## src/rtl/addsub_pkg.sv

```systemverilog
// addsub_pkg: shared definitions for the digit-serial adder/subtractor.
//   addsub_state_t : FSM state encoding (IDLE, CALC, DONE)
//   OP_ADD/OP_SUB  : encodings of the select input
//   calc_n()       : digit cycles per operation (WIDTH/DIGIT)
package addsub_pkg;

   typedef enum logic [1:0] {
      IDLE = 2'd0,
      CALC = 2'd1,
      DONE = 2'd2
   } addsub_state_t;

   localparam logic OP_ADD = 1'b0;
   localparam logic OP_SUB = 1'b1;

   function automatic int calc_n(input int width, input int digit);
      return width / digit;
   endfunction

endpackage

```

## src/rtl/addsub_digit.sv

```systemverilog
// addsub_digit: combinational ripple-carry adder over one DIGIT-bit slice.
//   a_d, b_d : operand digits
//   cin      : carry into bit 0
//   s_d      : sum digit
//   cout     : carry out of the top bit
//   c_msb    : carry into the top bit (overflow detection on the last digit)
module addsub_digit #(
   parameter int DIGIT = 4
) (
   input  logic [DIGIT-1:0] a_d,
   input  logic [DIGIT-1:0] b_d,
   input  logic             cin,
   output logic [DIGIT-1:0] s_d,
   output logic             cout,
   output logic             c_msb
);

   logic [DIGIT:0] c_chain;

   assign c_chain[0] = cin;

   for (genvar i = 0; i < DIGIT; i++) begin : g_bit
      assign s_d[i]       = a_d[i] ^ b_d[i] ^ c_chain[i];
      assign c_chain[i+1] = (a_d[i] & b_d[i]) | (c_chain[i] & (a_d[i] ^ b_d[i]));
   end

   assign cout  = c_chain[DIGIT];
   assign c_msb = c_chain[DIGIT-1];

endmodule

```

## src/rtl/serial_adder_subtractor.sv

```systemverilog
// serial_adder_subtractor: digit-serial two's-complement adder/subtractor.
// Processes DIGIT bits per clock, LSB digit first; N = WIDTH/DIGIT digit cycles.
// Ports:
//   clk, rst        : clock, asynchronous active-high reset
//   start, select   : request (sampled while ready), 0 = a+b, 1 = a-b
//   a, b            : operands, captured with start
//   ready, busy     : can accept start / computation in progress
//   done            : one-cycle pulse, r/cout/ovf hold a new result
//   r, cout, ovf    : result, MSB carry-out (sub: 1 = no borrow), signed overflow
// Optional macro ADDSUB_SAT_EN: saturate r on signed overflow (direction from
// the sign of A); without it r wraps modulo 2^WIDTH.
module serial_adder_subtractor
   import addsub_pkg::*;
#(
   parameter int WIDTH = 16,
   parameter int DIGIT = 4
) (
   input  logic             clk,
   input  logic             rst,
   input  logic             start,
   input  logic             select,
   input  logic [WIDTH-1:0] a,
   input  logic [WIDTH-1:0] b,
   output logic             ready,
   output logic             busy,
   output logic             done,
   output logic [WIDTH-1:0] r,
   output logic             cout,
   output logic             ovf
);

   localparam int N     = calc_n(WIDTH, DIGIT);
   localparam int CNT_W = (N > 1) ? $clog2(N) : 1;
   localparam logic [CNT_W-1:0] LAST = CNT_W'(N - 1);

   if (WIDTH % DIGIT != 0) begin : g_bad_width
      $error("serial_adder_subtractor: WIDTH must be a multiple of DIGIT");
   end

   addsub_state_t    state_q, state_d;
   logic [CNT_W-1:0] cnt_q, cnt_d;
   logic             carry_q, carry_d;
   logic [WIDTH-1:0] opa_q, opa_d;   // A, shifted right one digit per CALC cycle
   logic [WIDTH-1:0] opb_q, opb_d;   // B (already inverted for subtract)
   logic [WIDTH-1:0] acc_q, acc_d;   // result, digits shifted in from the top
   logic [WIDTH-1:0] r_q, r_d;
   logic             cout_q, cout_d;
   logic             ovf_q, ovf_d;
`ifdef ADDSUB_SAT_EN
   logic             asign_q, asign_d;
`endif

   logic [DIGIT-1:0]       dig_s;
   logic                   dig_cout;
   logic                   dig_cmsb;
   logic [WIDTH+DIGIT-1:0] acc_cat;
   logic [WIDTH-1:0]       acc_next;
   logic                   ovf_now;

   addsub_digit #(.DIGIT(DIGIT)) u_digit (
      .a_d   (opa_q[DIGIT-1:0]),
      .b_d   (opb_q[DIGIT-1:0]),
      .cin   (carry_q),
      .s_d   (dig_s),
      .cout  (dig_cout),
      .c_msb (dig_cmsb)
   );

   // Concatenate then drop the low digit: also correct for N = 1.
   assign acc_cat  = {dig_s, acc_q};
   assign acc_next = acc_cat[WIDTH+DIGIT-1:DIGIT];
   assign ovf_now  = dig_cmsb ^ dig_cout;

   always_comb begin
      state_d = state_q;
      cnt_d   = cnt_q;
      carry_d = carry_q;
      opa_d   = opa_q;
      opb_d   = opb_q;
      acc_d   = acc_q;
      r_d     = r_q;
      cout_d  = cout_q;
      ovf_d   = ovf_q;
`ifdef ADDSUB_SAT_EN
      asign_d = asign_q;
`endif
      case (state_q)
         IDLE, DONE: begin
            if (start) begin
               opa_d   = a;
               opb_d   = b ^ {WIDTH{select}};
               carry_d = (select == OP_SUB);   // +1 completes ~b + 1
               cnt_d   = '0;
               state_d = CALC;
`ifdef ADDSUB_SAT_EN
               asign_d = a[WIDTH-1];
`endif
            end else begin
               state_d = IDLE;
            end
         end
         CALC: begin
            acc_d   = acc_next;
            opa_d   = opa_q >> DIGIT;
            opb_d   = opb_q >> DIGIT;
            carry_d = dig_cout;
            if (cnt_q == LAST) begin
               cnt_d   = '0;
               state_d = DONE;
               cout_d  = dig_cout;
               ovf_d   = ovf_now;
`ifdef ADDSUB_SAT_EN
               if (ovf_now)
                  r_d = asign_q ? {1'b1, {(WIDTH-1){1'b0}}} : {1'b0, {(WIDTH-1){1'b1}}};
               else
                  r_d = acc_next;
`else
               r_d = acc_next;
`endif
            end else begin
               cnt_d = cnt_q + CNT_W'(1);
            end
         end
         default: state_d = IDLE;
      endcase
   end

   always_ff @(posedge clk or posedge rst) begin
      if (rst) begin
         state_q <= IDLE;
         cnt_q   <= '0;
         carry_q <= 1'b0;
         opa_q   <= '0;
         opb_q   <= '0;
         acc_q   <= '0;
         r_q     <= '0;
         cout_q  <= 1'b0;
         ovf_q   <= 1'b0;
`ifdef ADDSUB_SAT_EN
         asign_q <= 1'b0;
`endif
      end else begin
         state_q <= state_d;
         cnt_q   <= cnt_d;
         carry_q <= carry_d;
         opa_q   <= opa_d;
         opb_q   <= opb_d;
         acc_q   <= acc_d;
         r_q     <= r_d;
         cout_q  <= cout_d;
         ovf_q   <= ovf_d;
`ifdef ADDSUB_SAT_EN
         asign_q <= asign_d;
`endif
      end
   end

   assign busy  = (state_q == CALC);
   assign ready = ~busy;
   assign done  = (state_q == DONE);
   assign r     = r_q;
   assign cout  = cout_q;
   assign ovf   = ovf_q;

endmodule
```

## config.mk

```make
export PLATFORM = sky130hd
export DESIGN_NAME = serial_adder_subtractor
export DESIGN_NICKNAME = d
export VERILOG_FILES = /design/src/rtl/addsub_pkg.sv /design/src/rtl/addsub_digit.sv /design/src/rtl/serial_adder_subtractor.sv
export SDC_FILE = /design/constraint.sdc
export NUM_CORES = 1
export LEC_CHECK = 0
export CAP_MARGIN = 15
export CORE_MARGIN = 3
export CORE_UTILIZATION = 26
export CTS_BUF_LIST = sky130_fd_sc_hd__clkbuf_8 sky130_fd_sc_hd__clkbuf_16
export DETAILED_ROUTE_END_ITERATION = 10
export PLACE_DENSITY = 0.51
export SKIP_CTS_REPAIR_TIMING = 1
export SLEW_MARGIN = 20
export SYNTH_ARGS = -nofsm -noshare
export SYNTH_HDL_FRONTEND = slang
export SYNTH_SLANG_ARGS = --single-unit
```

## constraint.sdc

```tcl
create_clock -name clk -period 2.8 [get_ports clk]
set_input_delay 0.56 -clock clk [delete_from_list [all_inputs] [get_ports clk]]
set_output_delay 0.56 -clock clk [all_outputs]
set_load 0.01 [all_outputs]
```

After elaboration in Yosys (flattened, before gate mapping)
Cells that the tools add are included.
Widths: inputs -> output; s select.
Word-level totals
  register bits: 71
  latch bits: 0
  memory bits (writable): 0
  memory bits (read-only): 0
  input port bits: 36
  output and inout port bits: 21
  memories: 0
Operators by class
  add/sub/neg operators: 1
  multipliers: 0
  div/mod/pow operators: 0
  $lt $le $gt $ge: 0
  eq/ne operators: 5
  shifts and indexed selects: 0
  muxes and demuxes: 12
  bitwise operators: 23
  reduce and logical (&&, ||, !) cells: 5
Operators by type and width (number)
  $pmux 16 s2: 2
  $mux 16: 2
  $xor 16x16->16: 1
  $xor 1x1->1: 9
  $and 1x1->1: 8
  $pmux 2 s2: 2
  $mux 2: 3
  $eq 2x2->1 const B: 2
  $or 1x1->1: 4
  $reduce_and 2->1: 2
  $add 2x1->2 const B: 1
  $eq 2x1->1 const B: 1
  $logic_not 2->1: 1
  $mux 1: 2
  $ne 2x1->1 const B: 1
  $ne 2x2->1 const B: 1
  $pmux 1 s2: 1
  $reduce_bool 2->1: 1
  $reduce_or 2->1: 1
  $not 1->1: 1

Depth between registers and ports, before layout
Gate-level depths: netlist of the first run.
  depth in word-level cells: 10
  gate-level depth with buffers: 9
  depth with buffers taken out: 9

Hierarchy
Synthesis of the first run repeated with hierarchy kept, for this count alone.
Unflattened totals
  cells, all modules: 254
  area total of the unflattened synthesis: 2904.0 sq um
Modules (own cells, without submodules)
  serial_adder_subtractor: instances 1, cells each 242, area an instance 2793.9 sq um
  addsub_digit: instances 1, cells each 12, area an instance 110.1 sq um

Worst setup path after synthesis of the first run
No wires, ideal clock.
  kind: register to register
  start point: reg carry_q
  end point: reg acc_q[15]
  library setup time: 0.083 ns
  data arrival time: 2.046 ns
  required time: 2.717 ns
  setup slack: 0.671 ns
  stages on the path, launching flop included: 9
  path buffers: 0
  clock period less this slack: 2.129 ns
  cell sequence: dfrtp_1 -> fa_1 -> inv_1 -> fa_1 -> inv_1 -> fa_1 -> inv_1 -> fa_1 -> o21ai_0
On the way
  word-level cells in the longest chain between the ends: 7
RTL lines
  start, declared: RTL line serial_adder_subtractor.sv:42  | logic carry_q, carry_d;
  start signal, assigned: RTL line serial_adder_subtractor.sv:145  | carry_q <= carry_d;
  $and 1x1->1: RTL line addsub_digit.sv:24  | assign c_chain[i+1] = (a_d[i] & b_d[i]) | (c_chain[i] & (a_d[i] ^ b_d[i]));
  $or 1x1->1: RTL line addsub_digit.sv:24
  $and 1x1->1: RTL line addsub_digit.sv:24
  $or 1x1->1: RTL line addsub_digit.sv:24
  $and 1x1->1: RTL line addsub_digit.sv:24
  $or 1x1->1: RTL line addsub_digit.sv:24
  $xor 1x1->1: RTL line addsub_digit.sv:23  | assign s_d[i] = a_d[i] ^ b_d[i] ^ c_chain[i];
  end signal, assigned: RTL line serial_adder_subtractor.sv:135  | acc_q <= '0;
  end signal, assigned: RTL line serial_adder_subtractor.sv:148  | acc_q <= acc_d;
  end, declared: RTL line serial_adder_subtractor.sv:45  | logic [WIDTH-1:0] acc_q, acc_d;
Every way passes these cells.
A chain may end at the register's enable or synchronous reset.

Worst setup path after layout of the first run
Same ends and word-level chain as after synthesis.

==> run metrics, run 1 <==
Finished Core Util 35.91%; Final nets 349; actual slew at the worst max-slew pin 0.7387 ns; Core Footprint 10,560 um2; final hold vios 0; setup violators final 0; IO Port Bufs 56; CP arrival 2.51 ns; post-DP HPWL 4257 um; syn nets 292; Clock transition at path regs 0.07 ns; VDD IR max 0.0005616 V; Post-Synth Adder-Cell Area 3.209%; compound-gate portion of the synthesized area 12.01%; Cell Pwr Density 1101 nW/um2; status finished, final reports clean; Seq/Total Area, Yosys 58.11%; CTS Buf Count 9; post-route setup TNS 0 ns; Antenna Nets Post-Route 0; die area 12,400 um2; Rel. slew slack 50.75%; layout cell share with drive strength beyond 1 12.50%; clock period minus worst slack 2.266 ns; Post-Synthesis Cells 251; Tot Pwr 0.004174 W; final count of pins violating max slew 0; TritonCTS clock tree yes; H-tree levels 3; Yosys reg bits 67; Syn. warnings 0; Starting Density 27.34%; GRT Util Overall 10.59%; Crit Path Max Fanout 2; Sink Count 67; Post-Synth XOR/XNOR Area 5.160%; gr busiest metal met2; DR iter-0 viols 111; routed wire length 6261 um; Hold Slack 0.4733 ns; Ant. Diodes 0; crit path kind flop to flop; filler cell count 1,085; Die X 111.3 um; DR WL/cell 13.98 um; Worst Skew 0.009568 ns; Worst-Skew Late Latency 0.33 ns; Vias/cell 4.516; Synth Area in Simple Gates 11.45%; CP Launch Type flop; largest net degree at the start of global routing 41; Final Cycle Share 80.93%; met2 Use GR 15.56%; first-pass GRT wire length 10,520 um; RSZ-0062 raised after global routing false; syn avg cell area 11.50 um2; buffer depth of the longest clock path 2; Data required, critical path 3.05 ns; commonest non-fill, non-tap cells in the layout dfrtp_1, clkdlybuf4s50_1, nand2_1, a221o_1, mux2_2; combinational family with the most area after synthesis compound AO/OA/AOI/OAI gates; post-synthesis mux area share 5.464%; GRT overflow 0; P_leak 1.726 nW; worst min path class flop to flop; layout overhead on the synthesized area 31.35%; first drt pass iteration count 4; root buffer cell clkbuf_8; number of remaining DRC errors 0; Cells after DPL 433; Setup crit end kind flop; GPL Wtd Cong 0.7746; total I/O pin count 57; Die H 111.3 um; row count 37; met1 global-route usage 14.79%; Mapped Area 2885 um2; Non-Filler Instances 448; GRT met3 Usage 3.859%; most common cell after layout, fill and taps aside dfrtp_1; maximum clock frequency 441.3 MHz; via count 2,023; Synth cell types 24; vias in the first global route 2,028; initial antenna violation count 0; max cap viols 0
-- Yosys cell counts, drive strengths merged --
library cell | instances | area share, %
xnor2 | 12 | 3.6
xor2 | 5 | 1.5
nand3 | 10 | 1.7
nand3b | 1 | 0.26
a21o | 1 | 0.26
nor2 | 14 | 2.1
a22oi | 10 | 2.6
clkbuf | 2 | 0.26
a22o | 9 | 2.7
mux2 | 14 | 5.5
nor3 | 3 | 0.52
o21ai | 7 | 1.2
dfrtp | 67 | 58
buf | 16 | 3.0
nand2 | 46 | 6.0
nor2b | 2 | 0.43
inv | 10 | 1.3
a221o | 15 | 5.2
nand2b | 2 | 0.43
ha | 1 | 0.43
fa | 4 | 2.8
-- power breakdown --
| group | leakage (nW) | internal (W) | switching (W) |
|---|---|---|---|
| combinational | 0.775 | 0.000851 | 0.000865 |
| clock | 0.108 | 0.000447 | 0.000336 |
| sequential | 0.844 | 0.00142 | 0.000260 |
-- final timing paths --
kind / start / endpoint / slack [ns] / cells after the start
max: carry_q / acc_q[15] / 0.53 / 8
min: acc_q[6] / acc_q[6] / 0.47 / 2
max reg2reg: carry_q / acc_q[15] / 0.53 / 8
min reg2reg: acc_q[6] / acc_q[6] / 0.47 / 2
max in group asynchronous: rst / cout / 1.54 / 3
min in group asynchronous: rst / r[4] / 0.62 / 2
-- area by class of cell --
cell class	count	area, um2	share of cell area [%]
Sequential cell	67	1677	44.24
Multi-Input combinational cell	156	1079	28.46
Timing Repair Buffer	64	633.1	16.71
Tap cell	136	170.2	4.490
Clock buffer	11	151.4	3.995
Clock inverter	4	42.54	1.122
Inverter	10	37.54	0.9904
-- per-stage QoR --
| stage | area (um2) | setup WS (ns) |
|---|---|---|
| 2_1_floorplan | 2885 | 0.5568 |
| 3_3_place_gp | 3596 | 0.6078 |
| 3_5_place_dp | 3596 | 0.5408 |
| 4_1_cts | 3790 | 0.5173 |
| 5_1_grt | 3790 | 0.4141 |
| 6_report | 3790 | 0.5340 |
-- logic make-up after synthesis --
kind of cell / after synthesis
compound gates: 42
xor+xnor: 17
mux: 14
simple gates: 78
fa+ha+maj: 5
flops: 67
buf+inv: 28
-- critical path: stages (launching register included) --
cell and delay (ns):
dfrtp_1 0.41, fa_1 0.41, inv_1 0.09, fa_1 0.17, inv_1 0.05, fa_1 0.40
inv_1 0.09, fa_1 0.41, o21ai_0 0.16
-- sequential cells by signal, indices dropped and copies added, names as in the netlist --
register and cells:
acc_q 12, cnt_q 2, opb_q 16, r 16
ovf 1, carry_q 1, cout 1, state_q 2
opa_q 16
-- layer usage --
layer | vias to the layer above | share of wire, % | routed length [um]
met5 | - | 0 | 0
li1 | 973 | - | -
met1 | 977 | 49 | 3074
met4 | 0 | 1.1 | 68
met3 | 5 | 5.9 | 367
met2 | 68 | 44 | 2751
No activity file was read; power rests on OpenSTA's default activity.
==> run 2: changes to the inputs <==
Clock period 2.8 ns to 2.23 ns, I/O delays scaled along.
==> run 2 against run 1 <==
  * First-iteration DRC count decreased by 11%
  * Highest routed layer unchanged
  * Via count about the same
  * Die area unchanged
  * Sequential power increased by 25%
  * Fmax increased by 6.8%
  * Worst hold slack improved by 0.0019 ns
  * Critical path depth increased by 1
  * Flip-flop and latch count unchanged
  * Critical path type unchanged
  * Sequential share of layout area decreased by 1.1 points
  * Non-clock buffer count increased by 4
==> run metrics, run 2 (synthesis results as in run 1) <==
buffer depth of the longest clock path 2; Rel. slew slack 63.44%; most common cell after layout, fill and taps aside dfrtp_1; layout cell share with drive strength beyond 1 15.77%; post-route cell area 3890 um2; status finished, final reports clean; final count of pins violating max slew 0; Starting Density 27.34%; CP Launch Type flop; layout overhead on the synthesized area 34.82%; Antenna Nets Post-Route 0; first drt pass iteration count 4; post-DP HPWL 4260 um; Reg2Reg Setup Slack 0.11 ns; CP arrival 2.34 ns; first-pass GRT wire length 10,650 um; Final Cycle Share 95.19%; P_leak 1.765 nW; clock period minus worst slack 2.123 ns; GPL Wtd Cong 0.7823; VDD IR max 0.0006929 V; worst min path class flop to flop; max cap viols 0; number of remaining DRC errors 0; root buffer cell clkbuf_8; Setup crit end kind flop; initial antenna violation count 0; R2R depth 9; Die H 111.3 um; setup violators final 0; maximum clock frequency 471.1 MHz; IO Port Bufs 56; RSZ-0062 raised after global routing false; GRT Util Overall 10.81%; H-tree levels 3; Worst-Skew Late Latency 0.34 ns; Cell Pwr Density 1443 nW/um2; crit path kind flop to flop; final hold vios 0; DR iter-0 viols 99; Cell Area, Placed 3626 um2; row count 37; Hold Slack 0.4752 ns; routed wire length 6334 um; via count 2,021; Final nets 353; Finished Core Util 36.85%; Non-Filler Instances 453; commonest non-fill, non-tap cells in the layout dfrtp_1, clkdlybuf4s50_1, nand2_1, a221o_1, mux2_2; die area 12,400 um2; Worst Skew 0.01354 ns; Ant. Diodes 0; Sink Count 67; Die X 111.3 um; Cells after DPL 437; Clock transition at path regs 0.07 ns; GRT overflow 0; DR WL/cell 13.98 um; CTS Buf Count 9; Crit Path Max Fanout 3; actual slew at the worst max-slew pin 0.5471 ns; total I/O pin count 57; TritonCTS clock tree yes; hold depth 2; Core Footprint 10,560 um2; Data required, critical path 2.45 ns; largest net degree at the start of global routing 68; vias in the first global route 2,068; Vias/cell 4.461
[run 2: changes by cell type in the layout (fill, tap and decap cells not counted), moves of 2 or more]
| cell | before | now |
|---|---|---|
| inv_1 | 10 | 6 |
| inv_2 | 2 | 4 |
| bufinv_16 | 1 | 3 |
| fa_1 | 4 | 2 |
| buf_4 | 7 | 11 |
| o21ai_1 | 0 | 3 |
| fa_2 | 0 | 2 |
| o21ai_0 | 7 | 4 |
[run 2: stage by stage]
step	setup slack, ns	TNS [ns]	total power [W]
after floorplan	0.1008	0	0.003495
after global placement	0.04963	0	0.004311
after detailed placement	-0.02299	-0.02299	0.004369
after CTS	-0.03914	-0.04867	0.005671
after global routing	0.01928	0	0.006072
final	0.1073	0	0.005612
[run 2: where the power goes]
part           leakage (nW)  switching, W  internal (W)  total, W
sequential            0.844      0.000323       0.00178   0.00210
clock                 0.130      0.000471      0.000810   0.00128
combinational         0.791       0.00111       0.00112   0.00223
[run 2: worst paths after layout]
kind / startpoint / end
setup / recovery: carry_q / carry_q
hold reg to reg: acc_q[6] / acc_q[6]
max in group asynchronous: rst / state_q[1]
hold / removal: acc_q[6] / acc_q[6]
setup reg to reg: carry_q / carry_q
min in group asynchronous: rst / r[0]
[run 2: layer usage]
metal / vias to the layer above / track usage (%) / part of all wire [%]
met5: - / 0 / 0
met4: 0 / 4.461 / 0.99
met1: 980 / 14.93 / 51
li1: 986 / - / -
met3: 4 / 3.207 / 5.3
met2: 51 / 15.88 / 43
[run 2: area by class of cell]
| cell class | instances | area [um2] |
|---|---|---|
| Fill cell | 1058 | 6665 |
| Sequential cell | 67 | 1677 |
| Multi-Input combinational cell | 156 | 1084 |
| Timing Repair Buffer | 68 | 663.1 |
| Tap cell | 136 | 170.2 |
| Clock buffer | 11 | 151.4 |
| Clock inverter | 5 | 107.6 |
| Inverter | 10 | 37.54 |
[run 2: critical path, cell delays in order, from the launching register on]
cell and delay, ns:
dfrtp_1 0.41, fa_2 0.39, inv_2 0.06, fa_1 0.15, inv_1 0.05, fa_2 0.34, inv_2 0.06, fa_1 0.21
nor2_1 0.06, a221o_1 0.27
==> patch (flow settings as in run 1) <==
`DIGIT` is set to 4 in 2 places; all go to 8.
--- a/src/rtl/addsub_digit.sv
+++ b/src/rtl/addsub_digit.sv
@@ -6,5 +6,5 @@
 //   c_msb    : carry into the top bit (overflow detection on the last digit)
 module addsub_digit #(
-   parameter int DIGIT = 4
+   parameter int DIGIT = 8
 ) (
    input  logic [DIGIT-1:0] a_d,
--- a/src/rtl/serial_adder_subtractor.sv
+++ b/src/rtl/serial_adder_subtractor.sv
@@ -14,5 +14,5 @@
 #(
    parameter int WIDTH = 16,
-   parameter int DIGIT = 4
+   parameter int DIGIT = 8
 ) (
    input  logic             clk,
Function: changed (a bounded check fails within 4 cycles, from zero or initial values and one cycle with rst high).
==> patch against run 1 <==
- the flow now finishes with violations (setup timing)
- sequential power fell by 5%
- sequential cell count decreased by 5
- clock power is 15% lower
- synthesized area shrank 5.5%
- setup slack worse by 1.3 ns
- routed wire length down 5.5%
- cell area decreased by 3.5%
- power shrank 0.40%
- global-route usage increased by 0.095 points
- count of clock-buffer cells in the layout stayed put
- critical endpoint unchanged
==> patch: results (changes against run 1) <==
stage	metric	value	unit	change
synthesis	Synth Area in Adders	5.87	%	+2.7 points
placement	GP Congestion	0.707		-8.7%
sta	final setup fails	9		+9
global_routing	Total GRT Usage	10.7	%	+0.095 points
synthesis	sequential area share after synthesis	56.9	%	-1.2 points
run_status	status	finished, violations left		
synthesis	xor/xnor cell area share of the yosys netlist	5.46	%	+0.30 points
pwr	Leakage	1.64	nW	-5.2%
synthesis	Synth area leaders	dfrtp_1, fa_1, mux2_2		
routing	WL met2	2.72	mm	-1.3%
sta	worst setup margin	-0.722	ns	-1.26 ns
routing	routed wire length	5.92	mm	-5.5%
sta	Slew headroom	55.7	%	+4.9 points
worst_hold_path	Worst Hold Launch	acc_q[10]		
global_routing	first-pass GRT wire length	9.52	mm	-9.4%
sta	Fin Clk Skew	0.00443	ns	-0.00514 ns
synthesis	Cells after Synth	221		-12%
final_layout	fraction of layout cells with a size suffix above 1	20.0	%	+7.5 points
global_routing	number of global-route vias before repair	1941		-4.3%
global_routing	largest net degree at the start of global routing	27		-34%
placement	Final HPWL DP	4.28	mm	+0.51%
run_status	failing checks	setup timing		
sta	Post-Route Setup TNS	-4.26	ns	-4.26 ns
placement	cell area after placement	0.00347	mm^2	-3.5%
placement	Inst Count DP	407		-6.0%
patch: changes by cell type after synthesis, moves of 5 or more:
cell / before / now
nand2_1: 46 / 30
a22o_1: 9 / 16
buf_2: 13 / 7
dfrtp_1: 67 / 62
patch: layout make-up:
type	count	area, um^2
clock buffers	11	151
well taps	133	166
flip-flops and latches	62	1550
multi-input cells	134	1070
inverters	10	40.0
clock inverters	4	16.3
fillers	1024	6340
repair buffers	69	658
patch: path summary, 6_finish.rpt:
kind | to | slack (ns) | cells after the start
max in group asynchronous | opa_q[3] | 1.55 | 3
min in group asynchronous | r[0] | 0.57 | 2
worst max-delay path | acc_q[15] | -0.72 | 12
worst min-delay path | acc_q[10] | 0.47 | 2
worst min register to register | acc_q[10] | 0.47 | 2
worst max register to register | acc_q[15] | -0.72 | 12
patch: worst reg2reg max path: cells and delay by family (launching register included):
family	cells	cell delay, ns
compound gates	1	0.14
fa+ha+maj	8	2.75
buf+inv	3	0.16
flops	1	0.41
